`config.mk`:
```
export PLATFORM = sky130hd
export DESIGN_NAME = cipher_stream_driver
export DESIGN_NICKNAME = d
export VERILOG_FILES = /design/src/rtl/cipher_stream_driver.sv
export SDC_FILE = /design/constraint.sdc
export NUM_CORES = 1
export LEC_CHECK = 0
export BUFFER_PORTS_ARGS = -buffer_cell sky130_fd_sc_hd__buf_2
export CORE_MARGIN = 4
export CORE_UTILIZATION = 45
export DETAILED_ROUTE_END_ITERATION = 8
export GPL_TIMING_DRIVEN = 0
export SYNTH_ARGS = -nofsm -noshare
export SYNTH_HDL_FRONTEND = slang
export SYNTH_SLANG_ARGS = --single-unit
```
`constraint.sdc`:
```
create_clock -name clk -period 3.2 [get_ports clk]
set_input_delay 0 -clock clk [delete_from_list [all_inputs] [get_ports clk]]
set_output_delay 0 -clock clk [all_outputs]
set_load 0.01 [all_outputs]
```
`src/rtl/cipher_stream_driver.sv`:
```
// Sequencer in front of the 128-bit Feistel cipher core. It buffers each operation's payload in
// full, replays command + payload to the core without gaps, and captures the core's burst output.
module cipher_stream_driver #(
  parameter int GUARD_CYCLES = 1
) (
  input  logic       clk,
  input  logic       rst,
  input  logic       cmd_valid,
  output logic       cmd_ready,
  input  logic [1:0] cmd_op,
  input  logic [3:0] cmd_len,
  input  logic       in_valid,
  output logic       in_ready,
  input  logic [7:0] in_data,
  output logic [7:0] core_ui,
  output logic [7:0] core_uio,
  input  logic [7:0] core_uo,
  output logic       out_valid,
  output logic [7:0] out_data,
  output logic       out_last,
  output logic       busy
);

  typedef enum logic [1:0] {
    OP_KEY   = 2'b00,
    OP_START = 2'b01,
    OP_ENC   = 2'b10,
    OP_DEC   = 2'b11
  } op_e;

  typedef enum logic [2:0] {
    S_IDLE,
    S_FILL,
    S_CMD,
    S_PAYLOAD,
    S_GUARD
  } state_e;

  localparam logic [1:0] GUARD_LAST = 2'(GUARD_CYCLES - 1);
  localparam logic [7:0] CODE_KEY   = 8'h01;
  localparam logic [7:0] CODE_START = 8'h0F;
  localparam logic [7:0] CODE_BURST = 8'h02;

  state_e     state_q;
  op_e        op_q;
  logic [4:0] cnt_q;
  logic [4:0] fill_q;
  logic [4:0] idx_q;
  logic [1:0] guard_q;
  logic [7:0] buf_q [16];

  logic       cmd_ready_q;
  logic       in_ready_q;
  logic       busy_q;
  logic       out_valid_q;
  logic       out_last_q;
  logic [7:0] out_data_q;
  logic [7:0] core_ui_q;
  logic       uio_mode_q;
  logic       uio_eos_q;

  logic       is_burst;
  logic [4:0] fill_d;
  logic [4:0] idx_d;
  logic [7:0] cmd_code;

  // NOTE: every signal written in always_comb gets a default first, so no path can infer a latch.
  always_comb begin
    is_burst = 1'b0;
    fill_d   = fill_q + 5'd1;
    idx_d    = idx_q + 5'd1;
    cmd_code = CODE_KEY;
    if (op_q == OP_ENC || op_q == OP_DEC) begin
      is_burst = 1'b1;
      cmd_code = CODE_BURST;
    end else if (op_q == OP_START) begin
      cmd_code = CODE_START;
    end
  end

  // NOTE: the payload buffer is deliberately not reset; a slot is only read after FILL wrote it.
  always_ff @(posedge clk) begin
    if (state_q == S_FILL && in_valid) begin
      buf_q[fill_q[3:0]] <= in_data;
    end
  end

  // NOTE: all state here uses non-blocking assignments so every register samples pre-edge values.
  always_ff @(posedge clk or posedge rst) begin
    if (rst) begin
      state_q     <= S_IDLE;
      op_q        <= OP_KEY;
      cnt_q       <= 5'd0;
      fill_q      <= 5'd0;
      idx_q       <= 5'd0;
      guard_q     <= 2'd0;
      cmd_ready_q <= 1'b1;
      in_ready_q  <= 1'b0;
      busy_q      <= 1'b0;
      out_valid_q <= 1'b0;
      out_last_q  <= 1'b0;
      out_data_q  <= 8'h00;
      core_ui_q   <= 8'h00;
      uio_mode_q  <= 1'b0;
      uio_eos_q   <= 1'b0;
    end else begin
      out_valid_q <= 1'b0;
      out_last_q  <= 1'b0;
      case (state_q)
        S_IDLE: begin
          if (cmd_valid) begin
            op_q        <= op_e'(cmd_op);
            cnt_q       <= cmd_op[1] ? {(cmd_len == 4'd0), cmd_len}
                                     : (cmd_op[0] ? 5'd1 : 5'd16);
            fill_q      <= 5'd0;
            state_q     <= S_FILL;
            cmd_ready_q <= 1'b0;
            in_ready_q  <= 1'b1;
            busy_q      <= 1'b1;
          end
        end
        S_FILL: begin
          if (in_valid) begin
            fill_q <= fill_d;
            if (fill_d == cnt_q) begin
              state_q    <= S_CMD;
              in_ready_q <= 1'b0;
              core_ui_q  <= cmd_code;
              uio_mode_q <= (op_q == OP_DEC);
            end
          end
        end
        S_CMD: begin
          state_q   <= S_PAYLOAD;
          idx_q     <= 5'd0;
          core_ui_q <= buf_q[0];
          uio_eos_q <= is_burst && (cnt_q == 5'd1);
        end
        S_PAYLOAD: begin
          // core_uo reflects the byte on core_ui this cycle; capture it alongside that byte's index.
          if (is_burst) begin
            out_valid_q <= 1'b1;
            out_data_q  <= core_uo;
            out_last_q  <= (idx_d == cnt_q);
          end
          if (idx_d == cnt_q) begin
            state_q   <= S_GUARD;
            core_ui_q <= 8'h00;
            uio_eos_q <= 1'b0;
            guard_q   <= GUARD_LAST;
          end else begin
            idx_q     <= idx_d;
            core_ui_q <= buf_q[idx_d[3:0]];
            uio_eos_q <= is_burst && ((idx_d + 5'd1) == cnt_q);
          end
        end
        S_GUARD: begin
          if (guard_q == 2'd0) begin
            state_q     <= S_IDLE;
            cmd_ready_q <= 1'b1;
            busy_q      <= 1'b0;
            uio_mode_q  <= 1'b0;
          end else begin
            guard_q <= guard_q - 2'd1;
          end
        end
        default: state_q <= S_IDLE;
      endcase
    end
  end

  assign cmd_ready = cmd_ready_q;
  assign in_ready  = in_ready_q;
  assign busy      = busy_q;
  assign out_valid = out_valid_q;
  assign out_last  = out_last_q;
  assign out_data  = out_data_q;
  assign core_ui   = core_ui_q;
  assign core_uio  = {6'b000000, uio_eos_q, uio_mode_q};

endmodule

```
==> impl_metrics.prom, run 1 <==
# TYPE chip_impl_metric gauge
chip_impl_info{name="outcome",value="completed"} 1
chip_impl_metric{name="post-cts-setup-buffers",unit=""} 0
chip_impl_metric{name="power.clock.fraction",unit="%"} 24.7
chip_impl_metric{name="drtAntennaViolNets",unit=""} 0
chip_impl_metric{name="die_area",unit="um^2"} 18600
chip_impl_metric{name="syn-cell-area",unit="um^2"} 7430
chip_impl_info{name="netlist.top_cell.by_area",value="sky130_fd_sc_hd__edfxtp_1"} 1
chip_impl_info{name="yosys-top-cells-area",value="sky130_fd_sc_hd__edfxtp_1, sky130_fd_sc_hd__dfrtp_1, sky130_fd_sc_hd__mux4_2"} 1
chip_impl_metric{name="num_rows",unit=""} 46
chip_impl_metric{name="slew-limit-headroom",unit="%"} 36.1
chip_impl_metric{name="timing.final.ws_setup",unit="ns"} 0.204
chip_impl_metric{name="remaining_drc_errors",unit=""} 0
chip_impl_metric{name="synth-async-reset-ratio",unit="%"} 26.0
chip_impl_metric{name="worstPathMaxFanout",unit=""} 10
chip_impl_metric{name="max-cap-violations",unit=""} 0
chip_impl_metric{name="floorplan.initialDensity",unit="%"} 46.4
chip_impl_metric{name="io_buffer_count",unit=""} 47
chip_impl_metric{name="insertedDiodeCount",unit=""} 0
chip_impl_metric{name="clock_latency",unit="ns"} 0.42
chip_impl_info{name="slowest_stage",value="sky130_fd_sc_hd__mux4_2"} 1
chip_impl_metric{name="route.vias.total",unit=""} 4264
chip_impl_metric{name="cts.reportedPaths.clkPinSlew",unit="ns"} 0.07
chip_impl_info{name="critPathKind",value="flip-flop to flip-flop"} 1
chip_impl_metric{name="placement.cell_area",unit="um^2"} 7980
chip_impl_metric{name="slowest_delay",unit="ns"} 0.49
chip_impl_info{name="reg2reg_from",value="idx_q[0]"} 1
chip_impl_metric{name="synth.avg_cell_area",unit="um^2"} 16.3
chip_impl_metric{name="critical_path_required",unit="ns"} 3.48
chip_impl_metric{name="grt_pass1_wl",unit="mm"} 25.1
chip_impl_info{name="cts_root_buf",value="sky130_fd_sc_hd__clkbuf_16"} 1
chip_impl_metric{name="dp_hpwl",unit="mm"} 10.7
chip_impl_metric{name="ios",unit=""} 55
chip_impl_metric{name="crit_path_buf_inv_count",unit=""} 5
chip_impl_info{name="dominantRegCellSynth",value="sky130_fd_sc_hd__edfxtp_1"} 1
chip_impl_metric{name="max-vdd-ir-drop",unit="mV"} 0.494
chip_impl_info{name="crit_chain",value="buf_6 -> buf_4 -> inv_1 -> ha_1 -> clkbuf_4 -> buf_6 -> mux4_2 -> mux4_2 -> a221oi_1 -> a21oi_1"} 1
chip_impl_metric{name="number_of_pins_with_negative_max_slew_slack_in_the_final_report",unit=""} 0
chip_impl_metric{name="netsw",unit="mW"} 2.71
chip_impl_info{name="most-common-layout-cells",value="sky130_fd_sc_hd__edfxtp_1, sky130_fd_sc_hd__buf_2, sky130_fd_sc_hd__dfrtp_1"} 1
chip_impl_metric{name="clock_sinks",unit=""} 173
chip_impl_metric{name="period_needed",unit="ns"} 3.00
chip_impl_metric{name="synth-edff-count",unit=""} 128
chip_impl_metric{name="hold-worst-slack",unit="ns"} 0.0175
chip_impl_metric{name="global_routing_met3_resource_utilization",unit="%"} 3.15
chip_impl_metric{name="gr-usage-met2",unit="%"} 29.0
chip_impl_metric{name="synth_sequential_area_ratio",unit="%"} 66.9
chip_impl_metric{name="least_margin_pin_slew",unit="ns"} 0.956
chip_impl_metric{name="synthesis.yosys.warnings",unit=""} 0
chip_impl_metric{name="sw_frac_of_total",unit="%"} 33.6
chip_impl_metric{name="power.share.combinational",unit="%"} 38.5
chip_impl_metric{name="achievable-frequency",unit="MHz"} 334
chip_impl_metric{name="grt_overflow_total",unit=""} 0
chip_impl_info{name="grt.busiest_layer",value="met2"} 1
chip_impl_metric{name="post-layout-total-power",unit="mW"} 8.05
chip_impl_metric{name="tritoncts.num_buffers",unit=""} 17
chip_impl_metric{name="first_global_vias",unit=""} 4334
chip_impl_metric{name="grt_max_degree",unit=""} 43
chip_impl_metric{name="timing.clock.skew",unit="ns"} 0.00746
chip_impl_metric{name="hold_violations",unit=""} 0
chip_impl_info{name="tritoncts",value="yes"} 1
chip_impl_metric{name="drt_first_iter_violations",unit=""} 323
chip_impl_metric{name="clk_path_buf_depth",unit=""} 2
chip_impl_metric{name="die_h",unit="um"} 136
chip_impl_metric{name="routed_via_density",unit=""} 5.42
chip_impl_metric{name="globalRouteMet1Util",unit="%"} 26.7
chip_impl_metric{name="synth.ff_latch_count",unit=""} 173
chip_impl_metric{name="worstPathArrival",unit="ns"} 3.28
chip_impl_metric{name="leakage_power_figure",unit="nW"} 3.29
chip_impl_metric{name="drt_first_pass_iters",unit=""} 5
chip_impl_metric{name="groute.usage.overall",unit="%"} 18.5
chip_impl_metric{name="cts.htree.levels",unit=""} 4
chip_impl_info{name="worst_path_dominant_cell_family",value="buffers and inverters"} 1
chip_impl_metric{name="syn_inst",unit=""} 457
chip_impl_info{name="min-delay-path-class",value="input pin to flip-flop"} 1
chip_impl_metric{name="routabilityCongestion",unit=""} 0.802
chip_impl_metric{name="reg2reg_depth",unit=""} 10
chip_impl_metric{name="drive_gt1_share",unit="%"} 27.4
chip_impl_metric{name="period_share",unit="%"} 93.6
chip_impl_metric{name="core_area",unit="um^2"} 16000
chip_impl_metric{name="synthToLayoutAreaGrowth",unit="%"} 19.3
chip_impl_metric{name="synth_top_cell_area_share",unit="%"} 51.8
chip_impl_info{name="critPathLaunchType",value="flip-flop"} 1
chip_impl_metric{name="synth_cell_types",unit=""} 46
chip_impl_metric{name="finalSetupViolCount",unit=""} 0
chip_impl_metric{name="share_of_power_burned_in_registers",unit="%"} 36.9
chip_impl_metric{name="hold-path-cell-count",unit=""} 4
chip_impl_metric{name="worst_case_setup_slack_after_placement",unit="ns"} -0.438
chip_impl_metric{name="number_of_nets_at_the_end_of_the_flow",unit=""} 590
chip_impl_metric{name="die_w",unit="um"} 136
chip_impl_metric{name="design_area",unit="um^2"} 8860
chip_impl_metric{name="reg2reg_setup_slack",unit="ns"} 0.20
chip_impl_metric{name="p_int",unit="mW"} 5.35
chip_impl_info{name="grt_setup_unrepaired",value="false"} 1
chip_impl_metric{name="routed_wire_length_per_instance",unit="um"} 20.2
chip_impl_metric{name="grt_antenna_before_repair",unit=""} 0
chip_impl_info{name="regToRegEndpoint",value="core_ui[2]"} 1
chip_impl_info{name="critical_path.endpoint_type",value="flip-flop"} 1
chip_impl_info{name="timing.hold.worst.start",value="in_valid"} 1
chip_impl_metric{name="wirelength",unit="mm"} 15.9
chip_impl_metric{name="power_per_cell_area",unit="nW/um^2"} 909
chip_impl_info{name="layout_commonest_cell",value="sky130_fd_sc_hd__edfxtp_1"} 1
chip_impl_info{name="whs_endpoint",value="fill_q[1]"} 1
-- synthesized netlist by cell type (all sizes together) (2+ instances only) --
master,instances
a21oi,16
a22o,2
a22oi,5
and2,2
and3,4
buf,18
clkbuf,9
dfrtp,44
edfxtp,128
ha,7
inv,15
mux2,11
mux2i,7
mux4,40
nand2,38
nand2b,4
nand3,11
nand3b,3
nor2,32
nor3,10
nor3b,2
o2111ai,3
o21ai,15
xnor2,5
xnor3,2
xor2,9
xor3,2
-- worst reg2reg max path: stages, from the launching register on --
cell                       delay (ns)
sky130_fd_sc_hd__dfrtp_1         0.42
sky130_fd_sc_hd__buf_6           0.21
sky130_fd_sc_hd__buf_4           0.24
sky130_fd_sc_hd__inv_1           0.06
sky130_fd_sc_hd__ha_1            0.27
sky130_fd_sc_hd__clkbuf_4        0.23
sky130_fd_sc_hd__buf_6           0.21
sky130_fd_sc_hd__mux4_2          0.36
sky130_fd_sc_hd__mux4_2          0.49
sky130_fd_sc_hd__a221oi_1        0.27
sky130_fd_sc_hd__a21oi_1         0.11
-- registers in the layout (all words and copies together) (netlist names), 2 cells and up --
| name | flops |
|---|---|
| cnt_q | 5 |
| idx_q | 5 |
| core_ui | 8 |
| buf_q | 128 |
| guard_q | 2 |
| state_q | 3 |
| op_q | 2 |
| fill_q | 5 |
| out_data | 8 |
-- what timing repair did --
| action | 4_1_cts | 5_1_grt |
|---|---|---|
| endpoints found under the hold margin | 191 | 0 |
| setup endpoints to repair | 31 | 110 |
| gates resized for setup | 8 | 7 |
| hold buffers | 28 | 0 |
| pin swaps | 0 | 0 |
-- layer usage --
metal  routed length [um]  up-vias
met3                  788       15
met1                 7190     2178
li1                     -     1935
met2                 7700      136
met4                  215        0
met5                    0        -
-- worst max-delay path by stage --
stage,from,to,slack [ns],cells after the start
global placement,idx_q[0],core_ui[2],-0.34,10
global route,idx_q[0],core_ui[6],0.02,12
floorplan,idx_q[0],core_ui[2],0.33,10
CTS,idx_q[0],core_ui[2],0.0006,10
finish,idx_q[0],core_ui[2],0.20,10
detailed placement,idx_q[0],core_ui[2],-0.44,10
-- cell type report --
| type | count | area (um^2) |
|---|---|---|
| buffer | 27 | 179 |
| multi-input combinational | 247 | 2280 |
| fill | 1307 | 7140 |
| tap | 216 | 270 |
| timing repair buffer | 76 | 536 |
| inverter | 15 | 56.3 |
| clock buffer | 19 | 433 |
| clock inverter | 13 | 130 |
| sequential | 173 | 4970 |
-- power groups by stage --
stage	Sequential [mW]	Clock, mW	Combinational [mW]
6_report	2.97	1.99	3.10
5_1_grt	3.01	2.12	3.38
3_3_place_gp	3.00	0	2.97
2_1_floorplan	3.01	0	2.17
3_5_place_dp	3.02	0	3.04
4_1_cts	2.97	2.00	3.10
-- kinds of logic after synthesis --
logic type,count (synthesis),synth area share [%]
xor gates and xnor gates,18,2.90
DFF,173,66.9
muxes,58,15.0
adders and majority gates,7,1.18
AOI/OAI and AO/OA,47,3.99
buffers and inverters,42,2.93
and+or+nand+nor,111,6.97
other,1,0.0505
-- per-stage QoR --
stage	std cells	utilization, %	setup TNS (ns)
finish	786	55.4	0
CTS	786	55.3	0
global route	786	55.4	0
global placement	725	49.7	-2.58
detailed placement	726	49.9	-4.11
floorplan	462	-	0
No activity file was read; power rests on OpenSTA's default activity.
==> run 2, diff against run 1 <==
--- a/config.mk
+++ b/config.mk
@@ -5,10 +5,10 @@
 export SDC_FILE = /design/constraint.sdc
 export NUM_CORES = 1
 export LEC_CHECK = 0
-export BUFFER_PORTS_ARGS = -buffer_cell sky130_fd_sc_hd__buf_2
 export CORE_MARGIN = 4
 export CORE_UTILIZATION = 45
 export DETAILED_ROUTE_END_ITERATION = 8
+export DONT_BUFFER_PORTS = 1
 export GPL_TIMING_DRIVEN = 0
 export SYNTH_ARGS = -nofsm -noshare
 export SYNTH_HDL_FRONTEND = slang
==> run 2 against run 1 <==
Compared with the run above: critical endpoint unchanged; fmax is 1.3% lower; non-clock buffer count is 45 lower; first-iteration DRC count is 13% higher; hold slack better by 0.036 ns.
==> impl_metrics.prom, run 2 (synthesis gave the netlist of run 1 again) <==
# TYPE chip_impl_metric gauge
chip_impl_info{name="outcome",value="completed"} 1
chip_impl_metric{name="largest_register_ffs",unit=""} 128
chip_impl_metric{name="leakage_power_figure",unit="nW"} 3.12
chip_impl_metric{name="critical_path_required",unit="ns"} 3.50
chip_impl_metric{name="drt_first_pass_iters",unit=""} 5
chip_impl_metric{name="die_area",unit="um^2"} 18600
chip_impl_metric{name="clock_latency",unit="ns"} 0.44
chip_impl_metric{name="groute.usage.overall",unit="%"} 17.6
chip_impl_info{name="grt_setup_unrepaired",value="true"} 1
chip_impl_metric{name="cts.reportedPaths.clkPinSlew",unit="ns"} 0.07
chip_impl_metric{name="grt_antenna_before_repair",unit=""} 0
chip_impl_info{name="layout_commonest_cell",value="sky130_fd_sc_hd__edfxtp_1"} 1
chip_impl_metric{name="ios",unit=""} 55
chip_impl_metric{name="io_buffer_count",unit=""} 0
chip_impl_metric{name="drive_gt1_share",unit="%"} 21.0
chip_impl_metric{name="core_area",unit="um^2"} 16000
chip_impl_metric{name="period_share",unit="%"} 94.9
chip_impl_metric{name="wirelength",unit="mm"} 15.3
chip_impl_metric{name="num_rows",unit=""} 46
chip_impl_metric{name="slowest_delay",unit="ns"} 0.48
chip_impl_metric{name="number_of_pins_with_negative_max_slew_slack_in_the_final_report",unit=""} 0
chip_impl_metric{name="hold_violations",unit=""} 0
chip_impl_info{name="critical_path.endpoint_type",value="flip-flop"} 1
chip_impl_metric{name="die_h",unit="um"} 136
chip_impl_info{name="worst_path_dominant_cell_family",value="buffers and inverters"} 1
chip_impl_metric{name="final_core_util",unit="%"} 54.2
chip_impl_metric{name="tritoncts.num_buffers",unit=""} 17
chip_impl_metric{name="remaining_drc_errors",unit=""} 0
chip_impl_metric{name="max-vdd-ir-drop",unit="mV"} 0.471
chip_impl_info{name="min-delay-path-class",value="input pin to asynchronous set/reset pin"} 1
chip_impl_metric{name="power_per_cell_area",unit="nW/um^2"} 926
chip_impl_metric{name="routabilityCongestion",unit=""} 0.803
chip_impl_metric{name="finalSetupViolCount",unit=""} 0
chip_impl_metric{name="fill_cells",unit=""} 1305
chip_impl_metric{name="worstPathArrival",unit="ns"} 3.33
chip_impl_metric{name="cts.htree.levels",unit=""} 4
chip_impl_metric{name="floorplan.initialDensity",unit="%"} 46.4
chip_impl_metric{name="clk_path_buf_depth",unit=""} 2
chip_impl_metric{name="first_global_vias",unit=""} 4167
chip_impl_metric{name="routed_via_density",unit=""} 5.51
chip_impl_metric{name="synthToLayoutAreaGrowth",unit="%"} 16.7
chip_impl_info{name="critPathKind",value="flip-flop to flip-flop"} 1
chip_impl_metric{name="clock_sinks",unit=""} 173
chip_impl_metric{name="timing.clock.skew",unit="ns"} 0.0159
chip_impl_info{name="slowest_stage",value="sky130_fd_sc_hd__mux4_2"} 1
chip_impl_metric{name="crit_path_buf_inv_count",unit=""} 5
chip_impl_metric{name="dp_hpwl",unit="mm"} 10.2
chip_impl_metric{name="period_needed",unit="ns"} 3.04
chip_impl_metric{name="max-cap-violations",unit=""} 0
chip_impl_metric{name="grt_pass1_wl",unit="mm"} 23.7
chip_impl_metric{name="finalNonFillerCells",unit=""} 741
chip_impl_metric{name="drtAntennaViolNets",unit=""} 0
chip_impl_info{name="critPathLaunchType",value="flip-flop"} 1
chip_impl_metric{name="grt_max_degree",unit=""} 43
chip_impl_metric{name="die_w",unit="um"} 136
chip_impl_metric{name="routed_wire_length_per_instance",unit="um"} 20.7
chip_impl_info{name="crit_chain",value="buf_6 -> buf_4 -> inv_1 -> ha_1 -> buf_2 -> buf_6 -> mux4_2 -> mux4_2 -> a221oi_1 -> a21oi_1"} 1
chip_impl_metric{name="hold-worst-slack",unit="ns"} 0.0535
chip_impl_info{name="tritoncts",value="yes"} 1
chip_impl_metric{name="worstPathMaxFanout",unit=""} 10
chip_impl_metric{name="least_margin_pin_slew",unit="ns"} 0.975
chip_impl_info{name="cts_root_buf",value="sky130_fd_sc_hd__clkbuf_16"} 1
chip_impl_metric{name="post-layout-total-power",unit="mW"} 8.03
chip_impl_metric{name="insertedDiodeCount",unit=""} 0
chip_impl_metric{name="achievable-frequency",unit="MHz"} 329
chip_impl_metric{name="place.detailed.instances",unit=""} 679
chip_impl_metric{name="number_of_nets_at_the_end_of_the_flow",unit=""} 545
chip_impl_metric{name="grt_overflow_total",unit=""} 0
chip_impl_info{name="most-common-layout-cells",value="sky130_fd_sc_hd__edfxtp_1, sky130_fd_sc_hd__dfrtp_1, sky130_fd_sc_hd__nand2_1"} 1
chip_impl_metric{name="slew-limit-headroom",unit="%"} 34.8
chip_impl_metric{name="drt_first_iter_violations",unit=""} 366
chip_impl_metric{name="route.vias.total",unit=""} 4085
run 2: cell types whose count changed in the layout (fill, tap and decap cells not counted):
cell	change
sky130_fd_sc_hd__buf_2	-46
sky130_fd_sc_hd__clkbuf_4	-2
sky130_fd_sc_hd__dlygate4sd3_1	+2
sky130_fd_sc_hd__and3_1	-1
sky130_fd_sc_hd__and3_2	+1
sky130_fd_sc_hd__buf_4	+1
sky130_fd_sc_hd__bufinv_16	+1
sky130_fd_sc_hd__clkbuf_1	-1
sky130_fd_sc_hd__clkbuf_8	+1
sky130_fd_sc_hd__clkinvlp_4	-1
sky130_fd_sc_hd__nor3_1	+1
sky130_fd_sc_hd__nor3_2	-1
run 2: cell type report:
cell class	count	area (um^2)	area share (%)
Buffer	27	176	2.03
Timing Repair Buffer	31	320	3.69
Clock inverter	13	153	1.76
Inverter	15	56.3	0.649
Sequential cell	173	4970	57.3
Clock buffer	19	443	5.11
Tap cell	216	270	3.12
Multi-Input combinational cell	247	2280	26.3
run 2: routing by layer:
layer	up-vias	GRT usage, %	part of all wire (%)
met1	2080	23.9	44
met4	0	5.82	1.5
met2	140	28.3	49
met3	19	4.26	6.3
met5	-	0	0
li1	1846	-	-
run 2: where the power goes:
group | switching [mW] | leakage (nW) | internal, mW
registers | 0.297 | 1.71 | 2.75
clock network | 0.897 | 0.287 | 1.19
logic | 1.48 | 1.13 | 1.41
run 2: worst paths after layout:
path,slack [ns],endpoint,start,cells past startpoint
worst min register to register,0.48,guard_q[0],guard_q[0],1
worst max-delay path,0.16,core_ui[2],idx_q[0],10
worst max register to register,0.16,core_ui[2],idx_q[0],10
max in group asynchronous,2.60,core_ui[5],rst,3
worst min-delay path,0.05,idx_q[2],rst,3
min in group clk,0.25,out_data[3],core_uo[3],2
run 2: worst min-delay path: cells and delay by family:
kind / cells / cell delay (ns)
buffers and inverters: 3 / 0.86
run 2: what timing repair did:
| item | CTS | global route |
|---|---|---|
| endpoints found under the setup margin | 31 | 25 |
| pin swaps | 0 | 0 |
| hold buffers | 30 | 0 |
| endpoints found under the hold margin | 197 | 0 |
| buffers inserted | 0 | 0 |
| resized for setup | 8 | 7 |
run 2: stage by stage:
| stage | setup TNS [ns] | setup slack (ns) | instance area [um^2] |
|---|---|---|---|
| floorplan | 0 | 0.335 | 7450 |
| global placement | -3.05 | -0.349 | 7720 |
| detailed placement | -3.38 | -0.381 | 7740 |
| CTS | 0 | 0.0321 | 8660 |
| global route | -0.340 | -0.0250 | 8670 |
| finish | 0 | 0.164 | 8670 |
==> run 3, diff against run 2 <==
--- a/config.mk
+++ b/config.mk
@@ -5,6 +5,7 @@
 export SDC_FILE = /design/constraint.sdc
 export NUM_CORES = 1
 export LEC_CHECK = 0
+export ABC_AREA = 1
 export CORE_MARGIN = 4
 export CORE_UTILIZATION = 45
 export DETAILED_ROUTE_END_ITERATION = 8
==> run 3 against run 2 <==
Compared with the run above: via count rose by 40%; fmax grew 0.49%; wire length grew 25%; combinational power increased by 6%; synthesized area grew 4.5%; global-route usage grew 2.6 points; die area is 4.2% higher.
==> impl_metrics.prom, run 3 <==
# TYPE chip_impl_metric gauge
chip_impl_metric{name="wirelength",unit="mm"} 19.1
chip_impl_metric{name="drt_first_iter_violations",unit=""} 502
chip_impl_metric{name="synth-edff-count",unit=""} 128
chip_impl_info{name="yosys-top-cells-area",value="sky130_fd_sc_hd__edfxtp_1, sky130_fd_sc_hd__dfrtp_1, sky130_fd_sc_hd__nand2_1"} 1
chip_impl_info{name="dominantRegCellSynth",value="sky130_fd_sc_hd__edfxtp_1"} 1
chip_impl_metric{name="final_core_util",unit="%"} 53.3
chip_impl_info{name="cell_seen_most_often_among_critical_path_stages",value="sky130_fd_sc_hd__nand3_1"} 1
chip_impl_info{name="worst_path_dominant_cell_family",value="buffers and inverters"} 1
chip_impl_metric{name="clock_latency",unit="ns"} 0.43
chip_impl_metric{name="largest_register_ffs",unit=""} 128
chip_impl_metric{name="grt_overflow_total",unit=""} 0
chip_impl_metric{name="cts.reportedPaths.clkPinSlew",unit="ns"} 0.07
chip_impl_metric{name="drtAntennaViolNets",unit=""} 0
chip_impl_metric{name="dp_hpwl",unit="mm"} 13.0
chip_impl_metric{name="achievable-frequency",unit="MHz"} 331
chip_impl_metric{name="least_margin_pin_slew",unit="ns"} 1.03
chip_impl_info{name="regToRegEndpoint",value="core_ui[5]"} 1
chip_impl_metric{name="setup-tns-final",unit="ns"} 0
chip_impl_metric{name="routed_via_density",unit=""} 5.40
chip_impl_metric{name="groute.usage.overall",unit="%"} 20.2
chip_impl_metric{name="reg2reg_setup_slack",unit="ns"} 0.18
chip_impl_metric{name="synth_cell_types",unit=""} 35
chip_impl_metric{name="tritoncts.num_buffers",unit=""} 17
chip_impl_metric{name="grt_max_degree",unit=""} 46
chip_impl_metric{name="synth.avg_cell_area",unit="um^2"} 10.0
chip_impl_metric{name="remaining_drc_errors",unit=""} 0
chip_impl_metric{name="worstPathMaxFanout",unit=""} 10
chip_impl_info{name="critPathLaunchType",value="flip-flop"} 1
chip_impl_metric{name="clock_sinks",unit=""} 173
chip_impl_info{name="most_instantiated_cells_after_synthesis",value="sky130_fd_sc_hd__nand2_1, sky130_fd_sc_hd__edfxtp_1, sky130_fd_sc_hd__nand3_1"} 1
chip_impl_metric{name="fill_cells",unit=""} 1494
chip_impl_metric{name="grt_antenna_before_repair",unit=""} 0
chip_impl_info{name="slowest_stage",value="sky130_fd_sc_hd__clkbuf_1"} 1
chip_impl_metric{name="clk_path_buf_depth",unit=""} 2
chip_impl_metric{name="crit_path_buf_inv_count",unit=""} 6
chip_impl_metric{name="grt_pass1_wl",unit="mm"} 30.4
chip_impl_metric{name="timing.clock.skew",unit="ns"} 0.00827
chip_impl_metric{name="first_global_vias",unit=""} 5623
chip_impl_metric{name="core_area",unit="um^2"} 16800
chip_impl_metric{name="synth_top_cell_area_share",unit="%"} 49.5
chip_impl_metric{name="cts.htree.levels",unit=""} 4
chip_impl_metric{name="power_per_cell_area",unit="nW/um^2"} 905
chip_impl_metric{name="synthToLayoutAreaGrowth",unit="%"} 15.0
chip_impl_metric{name="leakage_power_figure",unit="nW"} 3.70
chip_impl_metric{name="syn-cell-area",unit="um^2"} 7760
chip_impl_metric{name="io_buffer_count",unit=""} 0
chip_impl_metric{name="reg2reg_depth",unit=""} 14
chip_impl_metric{name="critical_path_required",unit="ns"} 3.51
chip_impl_info{name="grt_setup_unrepaired",value="false"} 1
chip_impl_metric{name="post-cts-setup-buffers",unit=""} 0
chip_impl_metric{name="slowest_delay",unit="ns"} 0.52
chip_impl_metric{name="num_rows",unit=""} 47
chip_impl_metric{name="period_needed",unit="ns"} 3.02
chip_impl_info{name="critical_path.endpoint_type",value="flip-flop"} 1
chip_impl_metric{name="route.vias.total",unit=""} 5732
chip_impl_metric{name="synth-async-reset-ratio",unit="%"} 26.0
chip_impl_metric{name="ios",unit=""} 55
chip_impl_metric{name="number_of_nets_at_the_end_of_the_flow",unit=""} 862
chip_impl_metric{name="period_share",unit="%"} 94.4
chip_impl_metric{name="die_h",unit="um"} 139
chip_impl_metric{name="drt_first_pass_iters",unit=""} 6
chip_impl_metric{name="die_w",unit="um"} 139
chip_impl_metric{name="place.detailed.instances",unit=""} 1001
chip_impl_info{name="outcome",value="completed"} 1
chip_impl_info{name="most-common-layout-cells",value="sky130_fd_sc_hd__nand2_1, sky130_fd_sc_hd__edfxtp_1, sky130_fd_sc_hd__nand3_1"} 1
chip_impl_info{name="cts_root_buf",value="sky130_fd_sc_hd__clkbuf_16"} 1
chip_impl_info{name="synthMostInstantiatedCell",value="sky130_fd_sc_hd__nand2_1"} 1
chip_impl_metric{name="floorplan.initialDensity",unit="%"} 46.3
chip_impl_metric{name="max-vdd-ir-drop",unit="mV"} 0.525
chip_impl_info{name="tritoncts",value="yes"} 1
chip_impl_metric{name="synthesis.yosys.warnings",unit=""} 0
chip_impl_metric{name="drive_gt1_share",unit="%"} 11.3
chip_impl_info{name="netlist.top_cell.by_area",value="sky130_fd_sc_hd__edfxtp_1"} 1
chip_impl_info{name="layout_commonest_cell",value="sky130_fd_sc_hd__nand2_1"} 1
chip_impl_metric{name="routabilityCongestion",unit=""} 0.890
chip_impl_metric{name="routed_wire_length_per_instance",unit="um"} 18.0
chip_impl_metric{name="number_of_pins_with_negative_max_slew_slack_in_the_final_report",unit=""} 0
chip_impl_metric{name="synth.ff_latch_count",unit=""} 173
chip_impl_metric{name="insertedDiodeCount",unit=""} 0
chip_impl_metric{name="finalNonFillerCells",unit=""} 1062
chip_impl_metric{name="die_area",unit="um^2"} 19400
chip_impl_info{name="min-delay-path-class",value="input pin to asynchronous set/reset pin"} 1
chip_impl_metric{name="synth_sequential_area_ratio",unit="%"} 64.0
chip_impl_metric{name="max-cap-violations",unit=""} 0
chip_impl_metric{name="slew-limit-headroom",unit="%"} 31.3
chip_impl_metric{name="worstPathArrival",unit="ns"} 3.33
chip_impl_info{name="crit_chain",value="buf_2 -> inv_2 -> buf_4 -> buf_2 -> ha_1 -> buf_4 -> clkbuf_1 -> nand3_1 -> nand3_1 -> nand3_1 -> nand2_1 -> nor2_2 -> a21oi_1 -> nand2_1"} 1
chip_impl_info{name="critPathKind",value="flip-flop to flip-flop"} 1
chip_impl_metric{name="hold_violations",unit=""} 0
chip_impl_info{name="reg2reg_from",value="idx_q[0]"} 1
chip_impl_metric{name="finalSetupViolCount",unit=""} 0
chip_impl_metric{name="syn_inst",unit=""} 776
run 3: cells by family (layout without fill, tap and decap cells):
family	after synthesis	after routing	share of synthesized area (%)
and+or+nand+nor	464	464	26.0
DFF	173	173	64.0
buffers and inverters	86	147	5.30
AOI/OAI and AO/OA	40	40	2.93
adders and majority gates	7	7	1.13
xor gates and xnor gates	5	5	0.564
other	1	6	0.0483
run 3: routing by layer:
layer / share of wire (%) / global-route usage (%) / vias to the layer above / wire [um]
li1: - / - / 2697 / -
met3: 6.6 / 3.84 / 29 / 1250
met4: 1.6 / 6.75 / 0 / 302
met2: 49 / 33.4 / 210 / 9280
met1: 43 / 27.0 / 2796 / 8280
met5: 0 / 0 / - / 0
run 3: layout make-up:
type / count / area, um^2 / share of cell area (%)
Tap cell: 220 / 275 / 3.08
Clock inverter: 14 / 126 / 1.42
Clock buffer: 18 / 450 / 5.05
Multi-Input combinational cell: 522 / 2400 / 26.9
Inverter: 51 / 191 / 2.14
Sequential cell: 173 / 4970 / 55.7
Buffer: 35 / 223 / 2.50
Timing Repair Buffer: 29 / 290 / 3.25
run 3: per-stage QoR:
stage / setup slack (ns) / power (mW) / hold WS, ns / instance area [um^2]
finish: 0.178 / 8.08 / 0.227 / 8930
detailed placement: 0.140 / 5.96 / 0.0998 / 8060
global route: 0.0330 / 8.65 / 0.247 / 8930
global placement: 0.166 / 5.89 / 0.100 / 8060
CTS: 0.108 / 8.07 / 0.224 / 8920
floorplan: 0.860 / 5.14 / 0.0989 / 7780
run 3: worst max-delay path by stage:
stage | from | end | slack, ns | cells past startpoint
6_report | idx_q[0] | core_ui[5] | 0.18 | 14
4_1_cts | idx_q[0] | core_ui[6] | 0.11 | 15
3_3_place_gp | idx_q[0] | core_ui[4] | 0.17 | 15
5_1_grt | idx_q[0] | core_ui[5] | 0.03 | 14
2_1_floorplan | idx_q[0] | core_ui[4] | 0.86 | 15
3_5_place_dp | idx_q[0] | core_ui[6] | 0.14 | 15
run 3: power by group:
| group | internal [mW] | leakage [nW] | switching (mW) |
|---|---|---|---|
| sequential | 2.71 | 1.72 | 0.284 |
| combinational | 0.984 | 1.69 | 2.07 |
| clock | 1.13 | 0.293 | 0.898 |
run 3: what timing repair did:
item                                    4_1_cts  5_1_grt
hold buffers                                 29        0
gates resized for setup                       0        4
endpoints found under the setup margin        0        7
hold endpoints to repair                    199        0
run 3: worst reg2reg max path: stages (launching register included):
cell                       delay [ns]
sky130_fd_sc_hd__dfrtp_1         0.39
sky130_fd_sc_hd__buf_2           0.21
sky130_fd_sc_hd__inv_2           0.08
sky130_fd_sc_hd__buf_4           0.18
sky130_fd_sc_hd__buf_2           0.21
sky130_fd_sc_hd__ha_1            0.30
sky130_fd_sc_hd__buf_4           0.17
sky130_fd_sc_hd__clkbuf_1        0.52
sky130_fd_sc_hd__nand3_1         0.14
sky130_fd_sc_hd__nand3_1         0.14
sky130_fd_sc_hd__nand3_1         0.16
sky130_fd_sc_hd__nand2_1         0.14
sky130_fd_sc_hd__nor2_2          0.04
sky130_fd_sc_hd__a21oi_1         0.13
sky130_fd_sc_hd__nand2_1         0.07
